===== src/rtl/snake_sprite_sequencer.sv =====
// snake_sprite_sequencer: frame-synchronous sprite selection for the snake.
// Latches direction requests and commits them only at frame start. Steps the
// two-phase walk animation while moving. Drives the sprite ROM base address.
module snake_sprite_sequencer #(
  parameter int unsigned ANIM_DIV     = 8,
  parameter int unsigned SPRITE_WORDS = 945
) (
  input  logic        vga_clk,
  input  logic        reset_n,
  input  logic        vsync,
  input  logic        moving,
  input  logic [1:0]  dir_req,
  input  logic        dir_valid,
  output logic        dir_accept,
  output logic        dir_reject,
  output logic        frame_tick,
  output logic [2:0]  sprite_sel,
  output logic [12:0] rom_base,
  output logic [1:0]  cur_dir
);

  typedef enum logic {S_IDLE, S_RUN} state_t;

  localparam logic [7:0]  ANIM_LAST = 8'(ANIM_DIV - 1);
  localparam logic [12:0] SW        = 13'(SPRITE_WORDS);
  localparam logic [12:0] ROM_RST   = 13'(2 * SPRITE_WORDS);

  logic        r_vs1;
  logic        r_vs2;
  logic        r_tick_evt;
  logic        w_edge;
  logic        w_req_opp;
  logic        w_req_take;
  logic        r_pend_valid;
  logic [1:0]  r_pend_dir;
  state_t      r_state;
  state_t      w_state_nxt;
  logic        r_phase;
  logic        w_phase_nxt;
  logic [7:0]  r_anim_cnt;
  logic [7:0]  w_cnt_nxt;
  logic [1:0]  r_cur_dir;
  logic [1:0]  w_dir_nxt;
  logic [2:0]  r_sprite_sel;
  logic [2:0]  w_sel_nxt;
  logic [12:0] r_rom_base;
  logic [12:0] w_rom_nxt;
  logic        r_frame_tick;
  logic        r_dir_accept;
  logic        r_dir_reject;

  assign w_edge     = r_vs2 & ~r_vs1;
  assign w_req_opp  = (dir_req[1] == r_cur_dir[1]) && (dir_req[0] != r_cur_dir[0]);
  assign w_req_take = dir_valid & ~w_req_opp;

  // VSYNC synchroniser and falling-edge detect. The detected edge is held one
  // more cycle so that the commit lands two edges after vsync is first seen low.
  always_ff @(posedge vga_clk) begin
    if (!reset_n) begin
      r_vs1      <= 1'b1;
      r_vs2      <= 1'b1;
      r_tick_evt <= 1'b0;
    end else begin
      r_vs1      <= vsync;
      r_vs2      <= r_vs1;
      r_tick_evt <= w_edge;
    end
  end

  // Request filter and the single pending slot: the newest accepted request
  // wins, and one arriving on the commit cycle survives into the next frame.
  always_ff @(posedge vga_clk) begin
    if (!reset_n) begin
      r_pend_valid <= 1'b0;
      r_pend_dir   <= 2'd0;
      r_dir_accept <= 1'b0;
      r_dir_reject <= 1'b0;
    end else begin
      r_dir_accept <= w_req_take;
      r_dir_reject <= dir_valid & w_req_opp;
      if (w_req_take) begin
        r_pend_valid <= 1'b1;
        r_pend_dir   <= dir_req;
      end else if (r_tick_evt) begin
        r_pend_valid <= 1'b0;
      end
    end
  end

  // Next-state logic: animation FSM step, then a direction commit that
  // overrides the animation step on the same frame tick.
  always_comb begin
    w_state_nxt = r_state;
    w_phase_nxt = r_phase;
    w_cnt_nxt   = r_anim_cnt;
    w_dir_nxt   = r_cur_dir;
    if (r_tick_evt) begin
      unique case (r_state)
        S_IDLE: begin
          w_phase_nxt = 1'b0;
          w_cnt_nxt   = '0;
          if (moving) w_state_nxt = S_RUN;
        end
        S_RUN: begin
          if (!moving) begin
            w_state_nxt = S_IDLE;
            w_phase_nxt = 1'b0;
            w_cnt_nxt   = '0;
          end else if (r_anim_cnt == ANIM_LAST) begin
            w_cnt_nxt   = '0;
            w_phase_nxt = ~r_phase;
          end else begin
            w_cnt_nxt   = r_anim_cnt + 8'd1;
          end
        end
        default: w_state_nxt = S_IDLE;
      endcase
      if (r_pend_valid && (r_pend_dir != r_cur_dir)) begin
        w_dir_nxt   = r_pend_dir;
        w_phase_nxt = 1'b0;
        w_cnt_nxt   = '0;
      end
    end
    w_sel_nxt = {w_dir_nxt, w_phase_nxt};
    w_rom_nxt = 13'(w_sel_nxt) * SW;
  end

  // State, sprite selection and registered ROM base update together.
  always_ff @(posedge vga_clk) begin
    if (!reset_n) begin
      r_state      <= S_IDLE;
      r_phase      <= 1'b0;
      r_anim_cnt   <= '0;
      r_cur_dir    <= 2'd1;
      r_sprite_sel <= 3'b010;
      r_rom_base   <= ROM_RST;
      r_frame_tick <= 1'b0;
    end else begin
      r_state      <= w_state_nxt;
      r_phase      <= w_phase_nxt;
      r_anim_cnt   <= w_cnt_nxt;
      r_cur_dir    <= w_dir_nxt;
      r_sprite_sel <= w_sel_nxt;
      r_rom_base   <= w_rom_nxt;
      r_frame_tick <= r_tick_evt;
    end
  end

  assign dir_accept = r_dir_accept;
  assign dir_reject = r_dir_reject;
  assign frame_tick = r_frame_tick;
  assign sprite_sel = r_sprite_sel;
  assign rom_base   = r_rom_base;
  assign cur_dir    = r_cur_dir;

endmodule


===== config.mk =====
export PLATFORM = sky130hd
export DESIGN_NAME = snake_sprite_sequencer
export DESIGN_NICKNAME = d
export VERILOG_FILES = /design/src/rtl/snake_sprite_sequencer.sv
export SDC_FILE = /design/constraint.sdc
export NUM_CORES = 1
export LEC_CHECK = 0
export ABC_AREA = 1
export CORE_ASPECT_RATIO = 1.5
export CORE_MARGIN = 1.5
export CORE_UTILIZATION = 35
export CTS_CLUSTER_SIZE = 40
export DETAILED_ROUTE_END_ITERATION = 8
export PLACE_DENSITY_LB_ADDON = 0.3
export SKIP_CTS_REPAIR_TIMING = 1
export SLEW_MARGIN = 20
export SYNTH_ARGS = -nofsm -noshare
export SYNTH_HDL_FRONTEND = slang
export SYNTH_SLANG_ARGS = --single-unit

===== constraint.sdc =====
create_clock -name vga_clk -period 2.65 [get_ports vga_clk]
set_input_delay 0.53 -clock vga_clk [delete_from_list [all_inputs] [get_ports vga_clk]]
set_output_delay 0.53 -clock vga_clk [all_outputs]
set_load 0.02 [all_outputs]

After elaboration in Yosys (flattened, before gate mapping)
Cells that the tools add are included.
{"block": "totals", "out_inout_bits": 21, "ff_bits": 37, "wordCells": 44, "input_bits": 7}
{"block": "op_classes", "muxes": 14, "eq_ne": 4, "n_mul": 1, "bitwise": 7, "n_addsub": 1, "n_reduce_logical": 3}
{"cell": "$mux W8", "n": 3}
{"cell": "$pmux W8 S2", "n": 1}
{"cell": "$mul A3 B10 Y13 const B", "n": 1}
{"cell": "$add A8 B1 Y8 const B", "n": 1}
{"cell": "$eq A8 B3 Y1 const B", "n": 1}
{"cell": "$mux W1", "n": 7}
{"cell": "$mux W2", "n": 2}
{"cell": "$not A1 Y1", "n": 4}
{"cell": "$and A1 B1 Y1", "n": 3}
{"cell": "$logic_and A1 B1 Y1", "n": 2}
{"cell": "$ne A2 B2 Y1", "n": 1}
{"cell": "$pmux W1 S2", "n": 1}
{"cell": "$reduce_bool A2 Y1", "n": 1}
{"cell": "$eq A1 B1 Y1", "n": 1}
{"cell": "$ne A1 B1 Y1", "n": 1}

Logic depth before layout (Yosys ltp)
{"block": "depth", "word_depth": 7, "ltp_mapped": 18, "mapped_depth_nobuf": 18}

Least setup slack after synthesis
Ideal clock, no wire load.
{"block": "synth_path", "path_type": "register to register", "start": "register r_tick_evt", "end": "register r_rom_base[10], in the netlist rom_base[10]", "slack_ns": -0.123, "required_ns": 2.526, "path_stages_with_launch": 13, "setup_ns": 0.124, "arrival_time_ns": 2.648, "path_buffers": 1, "period_less_slack_ns": 2.773, "path_cell_list": "dfxtp_1 > buf_6 > nand2_1 > o21ai_0 > inv_1 > ha_1 > inv_1 > ha_1 > inv_1 > fa_1 > o21ai_0 > xor2_1 > nand2_1"}
{"block": "synth_between", "elab_chain_cells": 2, "word_cells_on_any_way": 3, "classes_between": "mul: 1; mux: 2"}
{"item": "start, declared", "line": "30", "text": "logic r_tick_evt;"}
{"item": "start signal, assigned", "line": "66", "text": "r_tick_evt <= w_edge;"}
{"item": "$mux W2", "line": "97", "text": "if (r_tick_evt) begin"}
{"item": "named net w_dir_nxt[1]", "line": "43", "text": "logic [1:0] w_dir_nxt;"}
{"item": "$mul A3 B10 Y13", "line": "125", "text": "w_rom_nxt = 13'(w_sel_nxt) * SW;"}
{"item": "end signal, assigned", "line": "144", "text": "r_rom_base <= w_rom_nxt;"}
{"item": "end, declared", "line": "46", "text": "logic [12:0] r_rom_base;"}
The timed path passes the listed nets, and every way through them passes these cells.
A chain may end at the register's enable or synchronous reset.

Worst setup path after layout
{"block": "layout_path", "start": "register r_anim_cnt[6]", "end": "register r_rom_base[12], in the netlist rom_base[12]"}
{"block": "layout_between", "elab_chain_cells": 7}
{"item": "start, declared", "line": "40", "text": "logic [7:0] r_anim_cnt;"}
{"item": "start signal, assigned", "line": "141", "text": "r_anim_cnt <= w_cnt_nxt;"}
{"item": "$eq A8 B3 Y1", "line": "109", "text": "end else if (r_anim_cnt == ANIM_LAST) begin"}
{"item": "$mux W1", "line": "109"}
{"item": "$mux W1", "line": "105", "text": "if (!moving) begin"}
{"item": "$pmux W1 S2", "line": "98", "text": "unique case (r_state)"}
{"item": "$mux W1", "line": "118", "text": "if (r_pend_valid && (r_pend_dir != r_cur_dir)) begin"}
{"item": "$mux W1", "line": "97"}
{"item": "named net w_phase_nxt", "line": "39", "text": "logic w_phase_nxt;"}
{"item": "$mul A3 B10 Y13", "line": "125"}
The timed path passes the listed nets, and every way through them passes these cells.

==> flow_metrics.tcl <==
set metrics [dict create \
    yosysTopAreaCell "dfxtp_1" \
    p_per_area_mw_per_mm2 439 \
    ff_latch_area_um2 583 \
    numCtsBuffers 5 \
    track_usage 0.132 \
    vdd_drop_max_mv 0.370 \
    synth-simple-area-share 0.254 \
    timing.fmax_mhz 398 \
    synth_top_family_by_area "simple AND/OR/NAND/NOR gates" \
    setup_viol 0 \
    numPortBuffers 26 \
    place.gp.congestion 0.841 \
    p_switching_mw 0.221 \
    yosys.area_share.adder 0.141 \
    endpoint "rom_base[12]" \
    rrSetupSlack_ns 0.14 \
    hpwlAfterDp_um 2350 \
    holdPathStages 2 \
    syn_area_mm2 0.00154 \
    initial_core_util 0.363 \
    synth_fp_nets 211 \
    setup_tns_ns 0 \
    drive_above_1_share 0.233 \
    worst-path-max-fanout 4 \
    yosysWarnings 0 \
    ys_ff_latch 29 \
    p_leak_nw 0.972 \
    muxShareOfSynthArea 0 \
    htreeDepth 2 \
    grt_pass1_wl_um 4870 \
    p_seq_frac 0.492 \
    worstPathRequired_ns 2.81 \
    clk_pin_slew_ns 0.06 \
    clk_path_buf_depth 2 \
    clock_sink_count 29 \
    syn2layout_area_growth_pct 37.1 \
    die-area_mm2 0.00482 \
    rows 29 \
    end_kind "flop" \
    hold_violations 0 \
    first_global_vias 1163 \
    synth.top_cell.area_share 0.377 \
    reg2reg_from "r_anim_cnt[6]" \
    status "finished, final reports clean" \
    p_clk_frac 0.384 \
    dpl.cell_count 270 \
    syn_inst 189 \
    r2r_cells 14 \
    synth_xor_area_frac 0.0561 \
    die_h_um 84.2 \
    async_reset_ff_frac 0 \
    period_minus_slack_ns 2.51 \
    viasPerCell 4.47 \
    fillers 416 \
    synth-edff-count 0 \
    comb_power_share 0.125 \
    design.core.area_mm2 0.00425 \
    grt_max_degree 14 \
    maxCapViolations 0 \
    syn_avg_cell_area_um2 8.15 \
    io_pins 28 \
    grt-ovfl-total 0 \
    critPathLaunchType "flop" \
    crit-reg2reg-capture "rom_base[12]" \
    root_buffer "clkbuf_8" \
    swShare 0.238 \
    synth_area_leaders "dfxtp_1, ha_1, nand2_1" \
    ys_seq_area_frac 0.377 \
    synth_compound_area_frac 0.0552 \
    layout.nets 254 \
    antenna_found_initial 0 \
    wl_per_cell_um 10.9 \
    crit_start "r_anim_cnt[6]" \
    ys_types 28 \
    drtAntennaViolNets 0 \
    dieWidth_um 57.2 \
    clock_latency_ns 0.27 \
    arrival_ns 2.67 \
    antenna-diode-count 0 \
    multi_input_area_um2 872 \
    yosys-top-cells-count "nand2_1, dfxtp_1, inv_1, nor2_1, ha_1" \
    cts_tree "built" \
    clock_skew_ns 0.00232 \
    drtIter0Drc 28 \
    synth_most_common_cell "nand2_1" \
    wl_um 3040 \
    power.internal_mw 0.707 \
    worstSetupPathType "reg -> reg" \
    drc 0 \
    fin_crit_sh 0.949 \
    firstDrtPassIters 4 \
    largest_reg_flops 9 \
    vias 1244 \
    fin_cells 278 \
    slew_violations 0 \
    min_path_type "reg -> reg" \
    ys.flop_type "dfxtp_1" \
]
worst min path at each step:
| stage | startpoint | end | slack (ns) |
|---|---|---|---|
| floorplan | r_vs2 | r_tick_evt | 0.39 |
| global placement | r_vs2 | r_tick_evt | 0.40 |
| detailed placement | r_vs2 | r_tick_evt | 0.40 |
| CTS | r_vs2 | r_tick_evt | 0.41 |
| global route | r_vs2 | r_tick_evt | 0.44 |
| finish | r_vs2 | r_tick_evt | 0.41 |
layout by cell type, fill, tap and decap left out, types with 2 or more instances in the layout:
cell,count
nor3_4,2
dfxtp_2,2
fa_1,4
inv_1,24
nand4_1,3
nand3_2,3
or2_2,5
ha_1,8
nand2_1,35
clkbuf_8,6
o21ai_0,5
a21oi_1,8
xnor2_1,3
xor2_1,5
nor2_1,20
o21ai_2,2
ha_4,2
nand3_1,5
clkdlybuf4s50_1,25
dfxtp_1,27
buf_4,20
nand2_4,3
o21ai_1,2
nor2_4,3
cell type report:
class	count	share of cell area
Timing Repair Buffer	46	0.195
Sequential cell	29	0.276
Inverter	26	0.0474
Clock buffer	7	0.0409
Multi-Input combinational cell	124	0.413
Tap cell	46	0.0273
critical path, cell delays in order, from the launching register on:
cell	delay (ns)
dfxtp_1	0.31
inv_1	0.13
nand3_2	0.12
nor2_4	0.15
nand2_4	0.08
xor2_4	0.17
nor2_4	0.16
fa_1	0.46
ha_4	0.26
a21oi_1	0.19
o21ai_2	0.09
nand2_1	0.06
nand2_1	0.05
a21oi_1	0.11
nor2_1	0.05
routing by layer:
metal / global-route usage / wire (um) / up-vias
met3: 0.0401 / 93 / 7
li1: - / - / 660
met2: 0.234 / 1640 / 15
met1: 0.132 / 1220 / 562
met4: 0.0761 / 86 / 0
met5: 0 / 0 / -
kinds of logic (layout without fill, tap and decap cells):
logic type / after synthesis / in the layout
and+or+nand+nor: 82 / 82
buffers and inverters: 36 / 79
DFF: 29 / 29
AOI/OAI and AO/OA: 17 / 17
adders and majority gates: 15 / 15
xor gates and xnor gates: 9 / 9
other: 1 / 1
power groups by stage:
stage	registers, mW	logic (mW)	clock network [mW]
floorplan	0.473	0.0566	0
global placement	0.465	0.109	0
detailed placement	0.466	0.109	0
CTS	0.456	0.109	0.373
global route	0.458	0.128	0.388
finish	0.456	0.116	0.356
stage by stage:
step                       util  hold WS [ns]  setup slack, ns  power (mW)  cell area (um^2)
after CTS                 0.475         0.415          -0.0393       0.938              2010
final                     0.497         0.411            0.136       0.928              2110
after detailed placement  0.454         0.403           -0.331       0.574              1930
after floorplan               -         0.392           0.0271       0.530              1540
after global routing      0.497         0.442          -0.0201       0.974              2110
after global placement    0.454         0.401           -0.272       0.574              1930
(Power assumes the default switching activity.)
